<file path="config.mk">
export PLATFORM = sky130hd
export DESIGN_NAME = mnacid_seq_flat
export DESIGN_NICKNAME = d
export VERILOG_FILES = /design/src/rtl/mnacid_pkg.sv /design/src/rtl/mnacid_seq_if.sv /design/src/rtl/mnacid_pump.sv /design/src/rtl/mnacid_seq.sv /design/src/flat_wrapper.sv
export SDC_FILE = /design/constraint.sdc
export NUM_CORES = 1
export LEC_CHECK = 0
export ABC_AREA = 0
export CORE_MARGIN = 2
export CORE_UTILIZATION = 43
export DETAILED_ROUTE_END_ITERATION = 8
export PLACE_DENSITY = 0.67
export SYNTH_ARGS = -nofsm -noshare
export SYNTH_HDL_FRONTEND = slang
export SYNTH_HIERARCHICAL = 1
export SYNTH_SLANG_ARGS = --single-unit
</file>
<file path="constraint.sdc">
create_clock -name clk -period 5.65 [get_ports clk]
set_input_delay 0.8475 -clock clk [delete_from_list [all_inputs] [get_ports clk]]
set_output_delay 0.8475 -clock clk [all_outputs]
set_load 0.02 [all_outputs]
</file>
<file path="src/rtl/mnacid_pkg.sv">
// rtl/mnacid_pkg.sv - state encoding, valve bit map and per-state open masks
package mnacid_pkg;

  typedef enum logic [3:0] {
    S_IDLE    = 4'd0,
    S_LOAD    = 4'd1,
    S_LYSIS   = 4'd2,
    S_MIX     = 4'd3,
    S_WASH    = 4'd4,
    S_ELUTE   = 4'd5,
    S_COLLECT = 4'd6,
    S_FLUSH   = 4'd7
  } state_t;

  localparam int NUM_VALVES  = 11;
  localparam int V_LYSIS     = 0;
  localparam int V_WASH      = 1;
  localparam int V_ELUTE     = 2;
  localparam int V_DEAD_END  = 3;
  localparam int V_VERTICAL  = 4;
  localparam int V_HORIZ     = 5;
  localparam int V_WASTE     = 6;
  localparam int V_BEAD      = 7;
  localparam int V_LOOP_EXIT = 8;
  localparam int V_BEAD_TRAP = 9;
  localparam int V_COLLECT   = 10;

  // Masks mark valves that are open (deasserted) in each state.
  localparam logic [10:0] OPEN_LOAD    = 11'((1 << V_BEAD) | (1 << V_LOOP_EXIT) | (1 << V_WASTE));
  localparam logic [10:0] OPEN_LYSIS   = 11'((1 << V_LYSIS) | (1 << V_HORIZ) | (1 << V_WASTE));
  localparam logic [10:0] OPEN_MIX     = 11'((1 << V_VERTICAL) | (1 << V_HORIZ));
  localparam logic [10:0] OPEN_WASH    = 11'((1 << V_WASH) | (1 << V_BEAD_TRAP) | (1 << V_WASTE));
  localparam logic [10:0] OPEN_ELUTE   = 11'((1 << V_ELUTE) | (1 << V_BEAD_TRAP) | (1 << V_LOOP_EXIT));
  localparam logic [10:0] OPEN_COLLECT = 11'((1 << V_COLLECT) | (1 << V_LOOP_EXIT));
  localparam logic [10:0] OPEN_FLUSH   = 11'h7FF;

  function automatic logic [10:0] open_mask(input state_t s);
    case (s)
      S_LOAD:    return OPEN_LOAD;
      S_LYSIS:   return OPEN_LYSIS;
      S_MIX:     return OPEN_MIX;
      S_WASH:    return OPEN_WASH;
      S_ELUTE:   return OPEN_ELUTE;
      S_COLLECT: return OPEN_COLLECT;
      S_FLUSH:   return OPEN_FLUSH;
      default:   return 11'h000;
    endcase
  endfunction

  function automatic logic pump_state(input state_t s);
    return (s == S_MIX) || (s == S_WASH) || (s == S_ELUTE) || (s == S_COLLECT);
  endfunction

endpackage

</file>
<file path="src/rtl/mnacid_seq_if.sv">
// rtl/mnacid_seq_if.sv - host control and chip actuation bundle of the sequencer
interface mnacid_seq_if
  import mnacid_pkg::*;
#(
  parameter int SIZE        = 2,
  parameter int PUMP_PHASES = 3
);
  localparam int SEL_W = (SIZE > 1) ? $clog2(SIZE) : 1;

  logic                              start;
  logic                              abort;
  logic                              pump_dir;
  logic [3:0]                        wash_reps;
  logic [SEL_W-1:0]                  collect_sel;
  logic [NUM_VALVES-1:0]             valve;
  logic [SIZE-1:0]                   collect_gate;
  logic [PUMP_PHASES-1:0]            pump;
  logic [NUM_VALVES+PUMP_PHASES-1:0] flush;
  logic                              busy;
  logic                              done;
  logic                              aborted;
  logic [3:0]                        state;

  modport master (
    output start, abort, pump_dir, wash_reps, collect_sel,
    input  valve, collect_gate, pump, flush, busy, done, aborted, state
  );

  modport slave (
    input  start, abort, pump_dir, wash_reps, collect_sel,
    output valve, collect_gate, pump, flush, busy, done, aborted, state
  );
endinterface

</file>
<file path="src/rtl/mnacid_pump.sv">
// rtl/mnacid_pump.sv - reversible peristaltic pump pattern with phase divider
module mnacid_pump #(
  parameter int PUMP_PHASES = 3,
  parameter int PUMP_DIV    = 4
) (
  input  logic                   clk,
  input  logic                   rst,
  input  logic                   enable,
  input  logic                   dir,
  output logic [PUMP_PHASES-1:0] pump,
  output logic                   step
);
  localparam int PH_W  = $clog2(PUMP_PHASES);
  localparam int DIV_W = (PUMP_DIV > 1) ? $clog2(PUMP_DIV) : 1;

  logic             running;
  logic [PH_W-1:0]  phase;
  logic [PH_W-1:0]  phase_n;
  logic [DIV_W-1:0] div_cnt;

  // A step completes on the edge ending the last divider cycle of a phase.
  assign step = running && (div_cnt == DIV_W'(PUMP_DIV - 1));

  always_comb begin
    phase_n = phase;
    if (!enable) begin
      phase_n = '0;
    end else if (step) begin
      if (dir)
        phase_n = (phase == '0) ? PH_W'(PUMP_PHASES - 1) : phase - PH_W'(1);
      else
        phase_n = (phase == PH_W'(PUMP_PHASES - 1)) ? '0 : phase + PH_W'(1);
    end
  end

  always_ff @(posedge clk or posedge rst) begin
    if (rst) begin
      running <= 1'b0;
      phase   <= '0;
      div_cnt <= '0;
      pump    <= '1;
    end else begin
      running <= enable;
      phase   <= phase_n;
      if (!enable || !running || step)
        div_cnt <= '0;
      else
        div_cnt <= div_cnt + DIV_W'(1);
      pump <= enable ? ~(PUMP_PHASES'(1) << phase_n) : '1;
    end
  end
endmodule

</file>
<file path="src/rtl/mnacid_seq.sv">
// rtl/mnacid_seq.sv - extraction protocol sequencer: FSM, step/wash counters, output registers
module mnacid_seq
  import mnacid_pkg::*;
#(
  parameter int SIZE        = 2,
  parameter int PUMP_PHASES = 3,
  parameter int PUMP_DIV    = 4,
  parameter int CNT_W       = 16,
  parameter int T_LOAD      = 8,
  parameter int T_LYSIS     = 8,
  parameter int T_WASH      = 8,
  parameter int T_ELUTE     = 8,
  parameter int T_COLLECT   = 8,
  parameter int T_FLUSH     = 8,
  parameter int MIX_STROKES = 4
) (
  input logic          clk,
  input logic          rst,
  mnacid_seq_if.slave  bus
);
  localparam int SEL_W     = (SIZE > 1) ? $clog2(SIZE) : 1;
  localparam int MIX_STEPS = MIX_STROKES * PUMP_PHASES;
  localparam int FLUSH_W   = NUM_VALVES + PUMP_PHASES;

  state_t            state_q, state_n;
  logic [CNT_W-1:0]  cnt;
  logic [3:0]        wash_left;
  logic [SEL_W-1:0]  sel_q, sel_in;
  logic              pump_step, expire, restart;
  logic              accept_start, accept_abort;
  logic [10:0]       valve_n;
  logic [SIZE-1:0]   gate_n;
  logic [FLUSH_W-1:0] flush_n;
  logic              busy_n, done_n;

  assign accept_start = (state_q == S_IDLE) && bus.start;
  assign accept_abort = bus.abort && (state_q != S_IDLE) && (state_q != S_FLUSH);
  assign sel_in = (int'(bus.collect_sel) >= SIZE) ? SEL_W'(SIZE - 1) : bus.collect_sel;
  assign bus.state = state_q;

  mnacid_pump #(.PUMP_PHASES(PUMP_PHASES), .PUMP_DIV(PUMP_DIV)) u_pump (
    .clk    (clk),
    .rst    (rst),
    .enable (pump_state(state_n)),
    .dir    (bus.pump_dir),
    .pump   (bus.pump),
    .step   (pump_step)
  );

  // MIX counts completed pump steps rather than cycles, so its length is direction independent.
  always_comb begin
    expire = 1'b0;
    case (state_q)
      S_LOAD:    expire = (cnt == CNT_W'(T_LOAD - 1));
      S_LYSIS:   expire = (cnt == CNT_W'(T_LYSIS - 1));
      S_MIX:     expire = pump_step && (cnt == CNT_W'(MIX_STEPS - 1));
      S_WASH:    expire = (cnt == CNT_W'(T_WASH - 1));
      S_ELUTE:   expire = (cnt == CNT_W'(T_ELUTE - 1));
      S_COLLECT: expire = (cnt == CNT_W'(T_COLLECT - 1));
      S_FLUSH:   expire = (cnt == CNT_W'(T_FLUSH - 1));
      default:   expire = 1'b0;
    endcase
  end

  always_comb begin
    state_n = state_q;
    case (state_q)
      S_IDLE:    if (bus.start) state_n = S_LOAD;
      S_LOAD:    if (expire) state_n = S_LYSIS;
      S_LYSIS:   if (expire) state_n = S_MIX;
      S_MIX:     if (expire) state_n = (wash_left == 4'd0) ? S_ELUTE : S_WASH;
      S_WASH:    if (expire && wash_left == 4'd1) state_n = S_ELUTE;
      S_ELUTE:   if (expire) state_n = S_COLLECT;
      S_COLLECT: if (expire) state_n = S_FLUSH;
      S_FLUSH:   if (expire) state_n = S_IDLE;
      default:   state_n = S_IDLE;
    endcase
    if (accept_abort) state_n = S_FLUSH;
  end

  // Outputs are decoded from the next state so they change on the same edge as the state register.
  always_comb begin
    valve_n = ~open_mask(state_n);
    gate_n  = '1;
    if (state_n == S_COLLECT) gate_n = ~(SIZE'(1) << sel_q);
    flush_n = (state_n == S_FLUSH) ? '1 : '0;
    busy_n  = (state_n != S_IDLE);
    done_n  = (state_q == S_FLUSH) && (state_n == S_IDLE);
  end

  // Each wash repetition restarts the step counter while the state and valves stay put.
  assign restart = (state_n != state_q) || ((state_q == S_WASH) && expire);

  always_ff @(posedge clk or posedge rst) begin
    if (rst) begin
      state_q   <= S_IDLE;
      cnt       <= '0;
      wash_left <= '0;
      sel_q     <= '0;
    end else begin
      state_q <= state_n;
      if (restart)
        cnt <= '0;
      else if (state_q != S_IDLE && (state_q != S_MIX || pump_step))
        cnt <= cnt + CNT_W'(1);
      if (accept_start) begin
        wash_left <= bus.wash_reps;
        sel_q     <= sel_in;
      end else if (state_q == S_WASH && expire) begin
        wash_left <= wash_left - 4'd1;
      end
    end
  end

  always_ff @(posedge clk or posedge rst) begin
    if (rst) begin
      bus.valve        <= '1;
      bus.collect_gate <= '1;
      bus.flush        <= '0;
      bus.busy         <= 1'b0;
      bus.done         <= 1'b0;
      bus.aborted      <= 1'b0;
    end else begin
      bus.valve        <= valve_n;
      bus.collect_gate <= gate_n;
      bus.flush        <= flush_n;
      bus.busy         <= busy_n;
      bus.done         <= done_n;
      if (accept_start)
        bus.aborted <= 1'b0;
      else if (accept_abort)
        bus.aborted <= 1'b1;
    end
  end
endmodule

</file>
<file path="src/flat_wrapper.sv">
// flat-port wrapper written by rule: the top's interface ports become plain ports
module mnacid_seq_flat import mnacid_pkg::*;
#(
  parameter int SIZE        = 2,
  parameter int PUMP_PHASES = 3,
  parameter int PUMP_DIV    = 4,
  parameter int CNT_W       = 16,
  parameter int T_LOAD      = 8,
  parameter int T_LYSIS     = 8,
  parameter int T_WASH      = 8,
  parameter int T_ELUTE     = 8,
  parameter int T_COLLECT   = 8,
  parameter int T_FLUSH     = 8,
  parameter int MIX_STROKES = 4
)
  (clk, rst, bus_start, bus_abort, bus_pump_dir, bus_wash_reps, bus_collect_sel, bus_valve, bus_collect_gate, bus_pump, bus_flush, bus_busy, bus_done, bus_aborted, bus_state);
  mnacid_seq_if #(.SIZE(SIZE), .PUMP_PHASES(PUMP_PHASES)) bus_i ();
  input logic clk;
  input logic rst;
  input wire logic [$bits(bus_i.start)-1:0] bus_start;
  input wire logic [$bits(bus_i.abort)-1:0] bus_abort;
  input wire logic [$bits(bus_i.pump_dir)-1:0] bus_pump_dir;
  input wire logic [$bits(bus_i.wash_reps)-1:0] bus_wash_reps;
  input wire logic [$bits(bus_i.collect_sel)-1:0] bus_collect_sel;
  output wire logic [$bits(bus_i.valve)-1:0] bus_valve;
  output wire logic [$bits(bus_i.collect_gate)-1:0] bus_collect_gate;
  output wire logic [$bits(bus_i.pump)-1:0] bus_pump;
  output wire logic [$bits(bus_i.flush)-1:0] bus_flush;
  output wire logic [$bits(bus_i.busy)-1:0] bus_busy;
  output wire logic [$bits(bus_i.done)-1:0] bus_done;
  output wire logic [$bits(bus_i.aborted)-1:0] bus_aborted;
  output wire logic [$bits(bus_i.state)-1:0] bus_state;
  assign bus_i.start = bus_start;
  assign bus_i.abort = bus_abort;
  assign bus_i.pump_dir = bus_pump_dir;
  assign bus_i.wash_reps = bus_wash_reps;
  assign bus_i.collect_sel = bus_collect_sel;
  assign bus_valve = bus_i.valve;
  assign bus_collect_gate = bus_i.collect_gate;
  assign bus_pump = bus_i.pump;
  assign bus_flush = bus_i.flush;
  assign bus_busy = bus_i.busy;
  assign bus_done = bus_i.done;
  assign bus_aborted = bus_i.aborted;
  assign bus_state = bus_i.state;
  mnacid_seq #(.SIZE(SIZE), .PUMP_PHASES(PUMP_PHASES), .PUMP_DIV(PUMP_DIV), .CNT_W(CNT_W), .T_LOAD(T_LOAD), .T_LYSIS(T_LYSIS), .T_WASH(T_WASH), .T_ELUTE(T_ELUTE), .T_COLLECT(T_COLLECT), .T_FLUSH(T_FLUSH), .MIX_STROKES(MIX_STROKES)) u_core (.clk(clk), .rst(rst), .bus(bus_i));
endmodule
</file>
# Word-level counts from Yosys, hierarchy flattened
# Index checks and enable logic that the tools add are counted.
# classes
eq_ne	22
muxes	28
shifts	2
addsub	5
reduce_logical	28
bitwise	3
# op_table
op	n
one-hot mux 11 bit (7 select lines)	1
2-to-1 mux 4 bit	11
== test 4 x 3 -> 1 bit (second input constant)	8
2-to-1 mux 16 bit	2
one-hot mux 4 bit (8 select lines)	1
adder 16 x 1 -> 16 bit (second input constant)	1
== test 16 x 3 -> 1 bit (second input constant)	1
== test 16 x 4 -> 1 bit (second input constant)	1
== test 4 x 2 -> 1 bit (second input constant)	4
2-to-1 mux 14 bit	1
2-to-1 mux 2 bit	7
== test 4 x 1 -> 1 bit (second input constant)	3
logical NOT 4 bit	3
NOT 11 bit	1
logical AND 1 bit	9
nonzero test 4 bit	2
logical OR 1 bit	7
nonzero test 2 bit	3
OR reduction 6 bit	1
adder 2 x 1 -> 2 bit (second input constant)	2
== test 2 bit (second input constant)	2
inequality test 4 x 2 -> 1 bit (second input constant)	1
inequality test 4 x 3 -> 1 bit (second input constant)	1
inequality test 4 bit	1
11 further kinds	14
# totals
register_bits	63
inputBits	10
output_inout_bits	37
word_cells	102

# Depth between registers and ports, before layout
# Gate-level depths: netlist of run 1.
# depth
ltp_word	16
mapped_depth	12

# By module
# Netlist of run 1, hierarchy kept.
# modules_own_cells
module	cells_per_inst	area_each_um2	instances
mnacid_seq	245	2618.8	1
mnacid_pump	30	387.9	1

# Least setup slack after synthesis of run 1
# Ideal clock, no wire load.
# synth_timing
path_type	register to register
start	register u_core.u_pump.div_cnt[0]
end	register u_core.u_pump.div_cnt[1]
required_ps	5562
setup_slack_ps	3203
synth_period_minus_slack_ps	2447
arrival_time_ps	2359
stages_incl_launch_ff	12
cell_sequence	dfrtp_1 -> ha_1 -> nand2_2 -> inv_1 -> nand4b_1 -> a2bb2oi_4 -> a2111o_1 -> nand3_1 -> o21ai_1 -> xnor2_1 -> nand2_1 -> nor3b_1
# synth_via
elab_chain_len	16
# synth_rtl
element	line	text
start, declared	mnacid_pump.sv:19	logic [DIV_W-1:0] div_cnt;
start signal, assigned	mnacid_pump.sv:48	div_cnt <= div_cnt + DIV_W'(1);
== test 2 bit *	mnacid_pump.sv:22	assign step = running && (div_cnt == DIV_W'(PUMP_DIV - 1));
logical AND 1 bit *	mnacid_pump.sv:22	
net u_core.pump_step	mnacid_seq.sv:29	logic pump_step, expire, restart;
logical AND 1 bit	mnacid_seq.sv:56	S_MIX: expire = pump_step && (cnt == CNT_W'(MIX_STEPS - 1));
one-hot mux 1 bit (2 select lines)	mnacid_seq.sv:53	case (state_q)
logical AND 1 bit	mnacid_seq.sv:72	S_WASH: if (expire && wash_left == 4'd1) state_n = S_ELUTE;
2-to-1 mux 4 bit	mnacid_seq.sv:72	
one-hot mux 4 bit (8 select lines)	mnacid_seq.sv:67	case (state_q)
2-to-1 mux 4 bit	mnacid_seq.sv:78	if (accept_abort) state_n = S_FLUSH;
== test 4 x 2 -> 1 bit / == test 4 x 3 -> 1 bit (equally long branches)	mnacid_pkg.sv:51	return (s == S_MIX) || (s == S_WASH) || (s == S_ELUTE) || (s == S_COLLECT);
logical OR 1 bit (3 in series)	mnacid_pkg.sv:51	
logical NOT 1 bit	mnacid_pump.sv:45	if (!enable || !running || step)
logical OR 1 bit	mnacid_pump.sv:45	
logical OR 1 bit *	mnacid_pump.sv:45	
2-to-1 mux 2 bit *	mnacid_pump.sv:45	
# The timed path passes the listed nets; every way through them passes the cells marked *.
# A chain may end at the register's enable or synchronous reset.

# Worst setup path after layout of run 1
# layout_timing
start	register u_core.u_pump.div_cnt[0]
end	register u_core.cnt[1]
# layout_via
elab_chain_len	11
# layout_rtl
element	line	text
== test 2 bit *	mnacid_pump.sv:22	
logical AND 1 bit *	mnacid_pump.sv:22	
net u_core.pump_step	mnacid_seq.sv:29	
logical AND 1 bit	mnacid_seq.sv:56	
one-hot mux 1 bit (2 select lines)	mnacid_seq.sv:53	
logical AND 1 bit	mnacid_seq.sv:72	
2-to-1 mux 4 bit	mnacid_seq.sv:72	
one-hot mux 4 bit (8 select lines)	mnacid_seq.sv:67	
2-to-1 mux 4 bit	mnacid_seq.sv:78	
inequality test 4 bit	mnacid_seq.sv:92	assign restart = (state_n != state_q) || ((state_q == S_WASH) && expire);
logical OR 1 bit	mnacid_seq.sv:92	
2-to-1 mux 16 bit / nonzero test 2 bit (equally long branches)	-	
end signal, assigned	mnacid_seq.sv:105	cnt <= cnt + CNT_W'(1);
end, declared	mnacid_seq.sv:26	logic [CNT_W-1:0] cnt;
# Marks and branches as above.

==> results of run 1 <==
[report_power, final]
part	switching (mW)	internal (mW)	total, mW
Clock	0.114	0.0990	0.213
Combinational	0.166	0.129	0.294
Sequential	0.0416	0.415	0.457
Total	0.321	0.643	0.964
[area by class of cell]
| type | instances | area [sq um] | area share, % |
|---|---|---|---|
| Sequential cell | 50 | 1270 | 36.3 |
| Clock buffer | 7 | 86.3 | 2.47 |
| Clock inverter | 1 | 5.00 | 0.143 |
| Inverter | 12 | 45.0 | 1.29 |
| Multi-Input combinational cell | 190 | 1500 | 43.0 |
| Tap cell | 96 | 120 | 3.43 |
| Timing Repair Buffer | 47 | 468 | 13.4 |
[synthesized netlist by cell type, drive strengths merged, types with 2 or more instances]
library cell	n	area, sq um
nor2b	5	31.3
dfrtp	34	851
and2	2	13.8
nand2	29	111
nor2	15	56.3
ha	8	100
a2111o	2	22.5
a21oi	7	35.0
xnor2	9	78.8
o21a	4	31.3
a22oi	2	20.0
buf	21	170
and3b	2	18.8
clkbuf	2	17.5
dfstp	16	420
a211oi	19	218
nand3b	2	15.0
nand4	5	31.3
or3	3	18.8
o2111ai	2	23.8
inv	12	45.0
o21ai	9	56.3
mux2	3	37.5
nor4	5	50.1
mux2i	3	42.5
a221oi	2	23.8
and3	7	46.3
xor2	11	96.3
nand3	8	57.6
o211a	2	27.5
nor3	4	20.0
nand4bb	2	38.8
[flip-flops by register name, indices dropped and copies added, names as in the netlist, 2 cells and up]
name / flops
u_core/bus.state: 4
u_core/cnt: 16
u_core/u_pump/phase: 2
u_core/u_pump/div_cnt: 2
u_core/bus.valve: 11
u_core/bus.collect_gate: 2
u_core/u_pump/pump: 3
u_core/wash_left: 4
[per-layer routing]
layer	global-route usage (%)	vias up
li1	-	1038
met1	24.3	1030
met2	26.9	28
met3	4.43	4
met4	3.36	0
met5	0	-
[placed cells by master, fill, tap and decap left out, types with 5 or more instances in the layout]
master,netlist,layout
clkdlybuf4s50_1,0,46
dfrtp_1,34,34
nand2_1,28,28
dfstp_2,16,16
nor2_1,15,15
inv_1,11,11
xor2_1,11,11
a211oi_2,10,10
xnor2_1,9,9
ha_1,8,8
a21oi_1,7,7
a211oi_1,7,7
clkbuf_8,1,6
nand3_1,6,6
nor2b_1,5,5
and3_1,5,5
nand4_1,5,5
[logic make-up after synthesis]
kind of cell / synth area share [%]
flip-flops: 42.3
other: 0.125
AND/OR/NAND/NOR: 19.6
adder cells (fa/ha/maj): 3.33
XOR/XNOR: 5.83
AO/OA/AOI/OAI: 18.5
multiplexers: 2.66
buffers and inverters: 7.74
[worst paths after layout]
check | end | slack (ps) | depth (start not counted)
worst max-delay path | u_core/cnt[1] | 2650 | 9
worst min-delay path | u_core/u_pump/div_cnt[0] | 440 | 1
worst max register to register | u_core/cnt[1] | 2650 | 9
worst min register to register | u_core/u_pump/div_cnt[0] | 440 | 1
max in group asynchronous | u_core/bus.collect_gate[0] | 4260 | 3
min in group asynchronous | u_core/u_pump/div_cnt[0] | 810 | 2
[stage by stage]
step | total power, mW | cells | setup WS, ps | utilization (%)
6_report | 0.964 | 403 | 2650 | 51.5
5_1_grt | 1.02 | 403 | 2400 | 51.5
4_1_cts | 0.978 | 403 | 2620 | 51.5
3_5_place_dp | 0.761 | 395 | 2490 | 50.1
3_3_place_gp | 0.753 | 395 | 2560 | 50.1
2_1_floorplan | 0.670 | 275 | 3200 | -
[critical path, stage by stage (launching register included)]
cell and delay, ps:
dfrtp_1 390, ha_1 250, nand2_2 140, inv_1 80, nand4b_1 170, a2bb2o_2 330
o21ai_1 290, o32ai_2 170, o21ai_2 790, a221oi_1 220
==> metrics.txt, run 1 <==
Avg Vias per Cell=5.21; GRT Util Overall=17.2%; vias in the first global route=2,142; Clock Pin Slew Worst Setup and Hold Paths=90 ps; post-synthesis cell count=275; DRC viols=0; initial antenna violation count=0; Die Wd=87.6 um; clk sinks=50; ys async rst share=100%; Area Overhead vs Synth=16.4%; RSZ-0062 raised after global routing=no; Yosys cell types=73; CTS tree=yes; die area=7680 sq um; fin crit period=3000 ps; largest net degree at the start of global routing=43; Ports=47; Critical Path RT=5780 ps; worst r2r src=u_core/u_pump/div_cnt[0]; worst path arrival time=3140 ps; post-route ant nets=0; # diodes=0; Hold Path Class=reg -> reg; Max Slew Vio Count=0; wire length on met1=2.95 mm; first-pass GRT wire length=10.5 mm; P_leak=1.37 nW; crit path capture type=flip-flop; RePlAce Congestion=0.833; core area=6790 sq um; CTS max path bufs=2; 1st-pass router iterations=4; Post-synth EDFFs=0; Critical path origin=u_core/u_pump/div_cnt[0]; PwrDens=276 nW/um^2; Rows=30; Met3 Wirelength=176 um; status=finished, final reports clean; Gates resized, CTS repair=0; sequential share of the synthesized area=42.3%; Buffers on Ports=46; hold_buf cts=0; Worst setup SP type=flip-flop; DRT iter0 DRCs=123; synthesized flop and latch total=50; Post-Place Cell Area=3410 sq um; hold_sp=u_core/u_pump/div_cnt[0]; Top Layer Used=met4; Die Y=87.6 um; Clock Skew=7.82 ps; period utilization=53.2%; Slew HR=37.0%; CTS Root Cell=clkbuf_8; GR Overflow Total=0; Fillers=623; Slew @ Worst Pin=945 ps; worst vdd ir=0.149 mV; clk_lat worst skew=300 ps; Mapped Avg Cell Area=10.9 sq um; Initial Utilization=44.3%; Setup TNS=0 ps; WL per Instance=15.1 um; Syn Std Cell Area=3010 sq um; via count=2,100; max cap viols=0; hpwl dp=4.37 mm; final hold viol count=0; YS warnings=6; TritonCTS buffer count=5; post-CTS setup buffers=0; Final #Nets=324; H-tree levels=2; final non-filler cell area=3500 sq um; Routed WL=6.10 mm; syn nets=293; Hold WS=445 ps; Crit Path Category=reg -> reg; ys flop type=dfrtp_1; endpoints failing setup=0; Fmax=333 MHz; crit path max fanout=16; layout cells sized above 1=21.5%; met2 wire len=2.94 mm
Note: power is estimated with default switching activity, not from simulation.
==> inputs of run 2 (changes only) <==
PLACE_DENSITY = 0.7   (was 0.67)
clock period = 2.4 ns   (was 5.65 ns; I/O delays follow)
==> run 2 against run 1 <==
Compared with the run above: the flow now finishes with violations (setup timing); first-iteration DRC count down 9.8%; worst hold slack lost 120 ps; sequential share of layout area fell by 5.4 points; register-to-register slack lost 2700 ps; largest power group unchanged.
==> metrics.txt, run 2 (same netlist as run 1, synthesis figures left out) <==
Rows=30 (unchanged); Fmax=410 MHz (+23%); period utilization=102% (+49 points); RePlAce Congestion=0.904 (+8.5%); Ports=47 (unchanged); DRC viols=0 (unchanged); Buf/Inv on CP=3 (+2); hold_buf cts=0 (unchanged); Max Slew Vio Count=0 (unchanged); # diodes=0 (unchanged); final setup margin=-40.4 ps (-2690 ps); RR Endpoint=u_core/u_pump/phase[1]; worst r2r src=u_core/u_pump/div_cnt[0]; Die Wd=87.6 um (unchanged); largest registers=u_core/cnt (16), u_core/bus.valve (11); Max stage delay on crit path=370 ps (-420 ps); failing checks=setup timing; CTS Root Cell=clkbuf_8; 1st-pass router iterations=5 (+1); Crit Path Category=reg -> reg; Clock Skew=11.7 ps (+3.85 ps); status=finished with violations; CTS tree=yes; TritonCTS buffer count=5 (unchanged); Buffers on Ports=46 (unchanged); Critical Path RT=2630 ps (-3150 ps); crit path max fanout=6 (-10); post-route ant nets=0 (unchanged); CTS max path bufs=2 (unchanged); via count=2,348 (+12%); die area=7680 sq um (unchanged); R2R depth=12 (+3); crit path capture type=flip-flop; Hold Path Class=in -> async; max reg flops=16 (unchanged); crit path cell chain=ha_2, nand2_2, inv_2, nand4b_1, a2bb2oi_4, a221oi_4, buf_4, o32ai_4, o21ai_2, xnor2_2, buf_4, nor2b_1; GR Overflow Total=0 (unchanged); slowest cell on the critical path=dfrtp_1; Largest Register=u_core/cnt; final hold viol count=0 (unchanged); DRT iter0 DRCs=111 (-9.8%); largest net degree at the start of global routing=43 (unchanged); most used cell, CP=buf_4; core area=6790 sq um (unchanged); Routed WL=6.91 mm (+13%); most common cell after layout, fill and taps aside=buf_4; Worst setup SP type=flip-flop; clk_lat worst skew=310 ps (about the same); FF-to-FF setup slack=-40 ps (-2690 ps); worst vdd ir=0.420 mV (+180%); worst path arrival time=2670 ps (-470 ps); post-place setup slack=-84.1 ps (-2580 ps); vias in the first global route=2,275 (+6.2%); P_leak=1.68 nW (+23%); total power=2.49 mW (+160%); Fillers=573 (-8.0%); H-tree levels=2 (unchanged); RSZ-0062 raised after global routing=yes; Clock Pin Slew Worst Setup and Hold Paths=90 ps (about the same); Multi-input gate area=1650 sq um (+9.5%); Reg area=1270 sq um (unchanged); Initial Utilization=44.3% (unchanged); Area Overhead vs Synth=36.7%; most frequent cells in the layout=buf_4, clkdlybuf4s50_1, dfrtp_1, nand2_1, dfstp_2; clk sinks=50 (unchanged); Slew HR=63.8% (+27 points); GRT Util Overall=18.6% (+1.4 points); endpoints failing setup=6 (+6); layout cells sized above 1=38.4% (+17 points); initial antenna violation count=0 (unchanged); Slew @ Worst Pin=543 ps (-403 ps); hpwl dp=4.97 mm (+14%); Avg Vias per Cell=5.13 (-1.6%); Die Y=87.6 um (unchanged); post-layout util=60.5% (+9.0 points); max cap viols=0 (unchanged); WL per Instance=15.1 um (-0.32%); Final #Nets=379 (+17%); PwrDens=606 nW/um^2 (+120%); fin crit period=2440 ps (-563 ps); Critical path origin=u_core/u_pump/div_cnt[0]; crit-path leading delay family=compound AO/OA/AOI/OAI gates; first-pass GRT wire length=11.2 mm (+6.4%)
-- run 2: final cells by class --
type | count | area share, %
well taps | 96 | 2.92
repair buffers | 101 | 22.8
multi-input cells | 191 | 40.0
clock inverters | 3 | 0.578
clock buffers | 5 | 1.67
inverters | 12 | 1.10
flip-flops and latches | 50 | 30.9
-- run 2: worst max-delay path by stage --
| stage | end | slack (ps) | cells after the start |
|---|---|---|---|
| CTS | u_core/bus.valve[6] | -40 | 10 |
| global placement | u_core/u_pump/phase[1] | -70 | 9 |
| finish | u_core/u_pump/phase[1] | -40 | 12 |
| floorplan | u_core/u_pump/div_cnt[1] | 10 | 11 |
| global route | u_core/u_pump/phase[0] | -150 | 12 |
| detailed placement | u_core/u_pump/div_cnt[1] | -80 | 11 |
-- run 2: repair_timing --
action                     CTS  global route
buffers inserted             0            10
gates cloned                 0             2
setup endpoints to repair   21            36
pin swaps                    2            24
gates resized for setup      7            22
-- run 2: routing by layer --
| metal | part of all wire (%) | up-vias | GRT usage, % |
|---|---|---|---|
| met5 | 0 | - | 0 |
| met4 | 0.64 | 0 | 4.90 |
| met3 | 5.0 | 4 | 3.58 |
| met2 | 50 | 75 | 31.7 |
| met1 | 45 | 1128 | 24.3 |
| li1 | - | 1141 | - |
-- run 2: metrics by stage --
stage	area [sq um]	setup TNS, ps	hold WS (ps)	std cells
finish	4110	-131	323	458
global route	4110	-2150	326	458
CTS	3920	-70.7	321	446
detailed placement	3770	-943	470	438
global placement	3770	-229	464	438
floorplan	3010	0	174	275
-- run 2: report_power, final --
part           leakage (nW)  total, mW  switching, mW  internal (mW)
Clock                0.0491      0.512          0.300          0.212
Combinational          1.03      0.918          0.468          0.450
Sequential            0.603       1.06         0.0810          0.978
Total                  1.68       2.49          0.849           1.64
